$ cat src/rtl/fp_chk_watchdog.sv
// Loadable down-counter; expired is high once the count has reached zero.
module fp_chk_watchdog #(
  parameter int unsigned W = 8
) (
  input  logic         clk,
  input  logic         rst,
  input  logic         load,
  input  logic [W-1:0] load_val,
  input  logic         en,
  output logic         expired
);

  logic [W-1:0] cnt;

  always_ff @(posedge clk or posedge rst) begin
    if (rst) begin
      cnt <= '0;
    end else if (load) begin
      cnt <= load_val;
    end else if (en && (cnt != '0)) begin
      cnt <= cnt - W'(1);
    end
  end

  assign expired = (cnt == '0);

endmodule

$ cat config.mk
export PLATFORM = sky130hd
export DESIGN_NAME = fp_chk_watchdog
export DESIGN_NICKNAME = d
export VERILOG_FILES = /design/src/rtl/fp_chk_watchdog.sv
export SDC_FILE = /design/constraint.sdc
export NUM_CORES = 1
export LEC_CHECK = 0
export ABC_CLOCK_PERIOD_IN_PS = 1800
export CAP_MARGIN = 20
export CORE_AREA = 2 2 39 41
export CTS_CLUSTER_SIZE = 20
export DETAILED_ROUTE_END_ITERATION = 8
export DIE_AREA = 0 0 41 43
export PLACE_DENSITY = 0.66
export SYNTH_ARGS = -nofsm -noshare
export SYNTH_HDL_FRONTEND = slang
export SYNTH_SLANG_ARGS = --single-unit
$ cat constraint.sdc
create_clock -name clk -period 1.8 [get_ports clk]
set_input_delay 0.18 -clock clk [delete_from_list [all_inputs] [get_ports clk]]
set_output_delay 0.18 -clock clk [all_outputs]
set_load 0.005 [all_outputs]
==> run metrics <==
post-synth top area share=0.404; Crit Path Category=reg -> reg; maximum clock frequency=0.533 GHz; max cap viols=0; Root Buffer=clkbuf_4; FF+latch count, synth=8; IO Count=13; Antenna Nets Post-Route=0; final std cell area, no fill=823 µm²; period utilization=1.04; register area share after synthesis=0.404; Port Buffers=12; Syn Inst Count=53; Die ar.=1760 µm²; starting density of the core=0.358; Rel. slew slack=0.723; Cell Pwr Density=699 nW/µm²; Initial DRT Pass Iterations=4; worst-skew pair later-pin latency=0.26 ns; average wire per standard cell=12.1 µm; initial drt markers=15; Critical Path Start Type=flop; Area Growth Syn to Fin=66.2%; final slew viol count=0; setup ws final=-0.0765 ns; max FFs per register=8; Pleak=0.000352 µW; ys flop type=dfrtp_1; vias per cell=4.91; Setup Viol. Count Final=4; biggest registers after layout=cnt x8; CTS tree=done; Crit path required time=1.99 ns; Inst Count DP=92; fraction of layout cells with a size suffix above 1=0.376; row count=14; Synth top cells by count=dfrtp_1 (8), nand2_1 (8), o21ai_0 (4), inv_1 (3), o21ai_1 (3); Longest Clk Path Bufs=2; Worst Tran Pin Value=0.415 ns; EDFF count, synth=0; Finished Core Util=0.595; synth unique cells=28; synthesized area per cell=9.35 µm²; Place WS=-0.138 ns; FFs w/ async S/R, synth=1.00; Tmin final=1.88 ns; FILL cells=131; crit end category=flop; area of placed instances=722 µm²; NumNets Final=101; skew final=0.00178 ns; synthesized cell area=495 µm²; Post-route DRC=0; Die Ht=43 µm; vias in the first global route=468; synth top area cells=dfrtp_1 (40%), nand2_1 (6.1%), ha_1 (5.1%); Core Area=1380 µm²; Ant. Diodes=0; failing checks=setup timing; Total GRT Usage=0.168; number of CTS-inserted buffers=3; Syn. warnings=0; Clock transition at path regs=0.05 ns; number of H-tree levels=1; status=finished, violations left; initial antenna violation count=0; GRT overflow=0; largest area contributor in the netlist=dfrtp_1; first-pass GRT wire length=1860 µm; Synth Net Count=67; crit path DAT=2.07 ns; CTS Sinks=8; routed wire length=1220 µm; Finished Layout Cells=101; Die X=41 µm; unrepaired setup endpoints after global routing=true; Vias=496; largest net degree at the start of global routing=13; VDD IR max=326 µV; Biggest register=cnt; Hold Violations, Final=0; Crit Path Max Fanout=2; Min-Delay Path Class=in -> async; setup_tns=-0.119 ns; GPL Wtd Cong=0.789; # hold bufs at CTS=0
==> final timing paths <==
path / startpoint / endpoint / slack [ns] / cells past startpoint
setup / recovery: cnt[0] / cnt[1] / -0.08 / 7
hold / removal: rst / cnt[6] / 0.17 / 2
setup reg to reg: cnt[0] / cnt[1] / -0.08 / 7
hold reg to reg: cnt[3] / cnt[3] / 0.58 / 2
max in group asynchronous: rst / cnt[4] / 1.39 / 2
min in group clk: load_val[6] / cnt[6] / 0.46 / 3
==> routing by layer <==
layer	global-route usage	part of all wire
met1	0.201	0.45
met2	0.234	0.47
met3	0.0157	0.024
met4	0.180	0.050
met5	0	0
==> report_power, final <==
part	internal (µW)	switching (µW)	total [µW]
Combinational	127	91.3	218
Clock	76.6	65.3	142
Sequential	202	13.4	215
==> cell type report <==
type | count | area, µm² | area share
well taps | 16 | 20.0 | 0.0243
inverters | 3 | 11.3 | 0.0137
clock buffers | 3 | 22.5 | 0.0274
multi-input cells | 41 | 315 | 0.383
flip-flops and latches | 8 | 200 | 0.243
repair buffers | 30 | 254 | 0.309
==> critical path, stage by stage (launching register included) <==
cell and delay, ns:
dfrtp_1 0.38, inv_2 0.08, ha_4 0.13, or4b_4 0.49
buf_6 0.14, o21ai_4 0.15, mux2_4 0.32, o21ai_2 0.10
==> logic make-up after synthesis <==
| kind of cell | count (synthesis) | synth area share |
|---|---|---|
| AO/OA/AOI/OAI | 14 | 0.179 |
| adder cells (fa/ha/maj) | 2 | 0.0505 |
| buffers and inverters | 4 | 0.0303 |
| XOR/XNOR | 4 | 0.0707 |
| flip-flops | 8 | 0.404 |
| multiplexers | 1 | 0.0227 |
| AND/OR/NAND/NOR | 20 | 0.242 |
==> per-stage QoR <==
stage | total power, µW | hold WS [ns]
2_1_floorplan | 301 | -0.00434
3_3_place_gp | 381 | 0.444
3_5_place_dp | 387 | 0.459
4_1_cts | 563 | 0.178
5_1_grt | 616 | 0.200
6_report | 575 | 0.167
==> cells in the final DEF (no fill, tap or decap), drive strengths merged <==
master,instances
clkbuf,3
xor2,2
ha,2
clkdlybuf4s50,11
nand2,8
nand3,1
inv,3
nor4,1
or3,1
nor3,1
o21ai,8
a211oi,1
o41ai,1
buf,19
nor4b,1
o31ai,1
a21oi,1
nand2b,1
nor3b,1
nor2b,1
nor2,2
mux2,1
nand4,1
or4b,1
o31a,1
xnor2,2
dfrtp,8
a22oi,1
==> what timing repair did <==
action                                  CTS  global route
buffers inserted                          3             3
gates resized for setup                  14             1
endpoints found under the setup margin    3             4
pin swaps                                 4             4
cloned                                    0             0
Note: power is estimated with default switching activity, not from simulation.
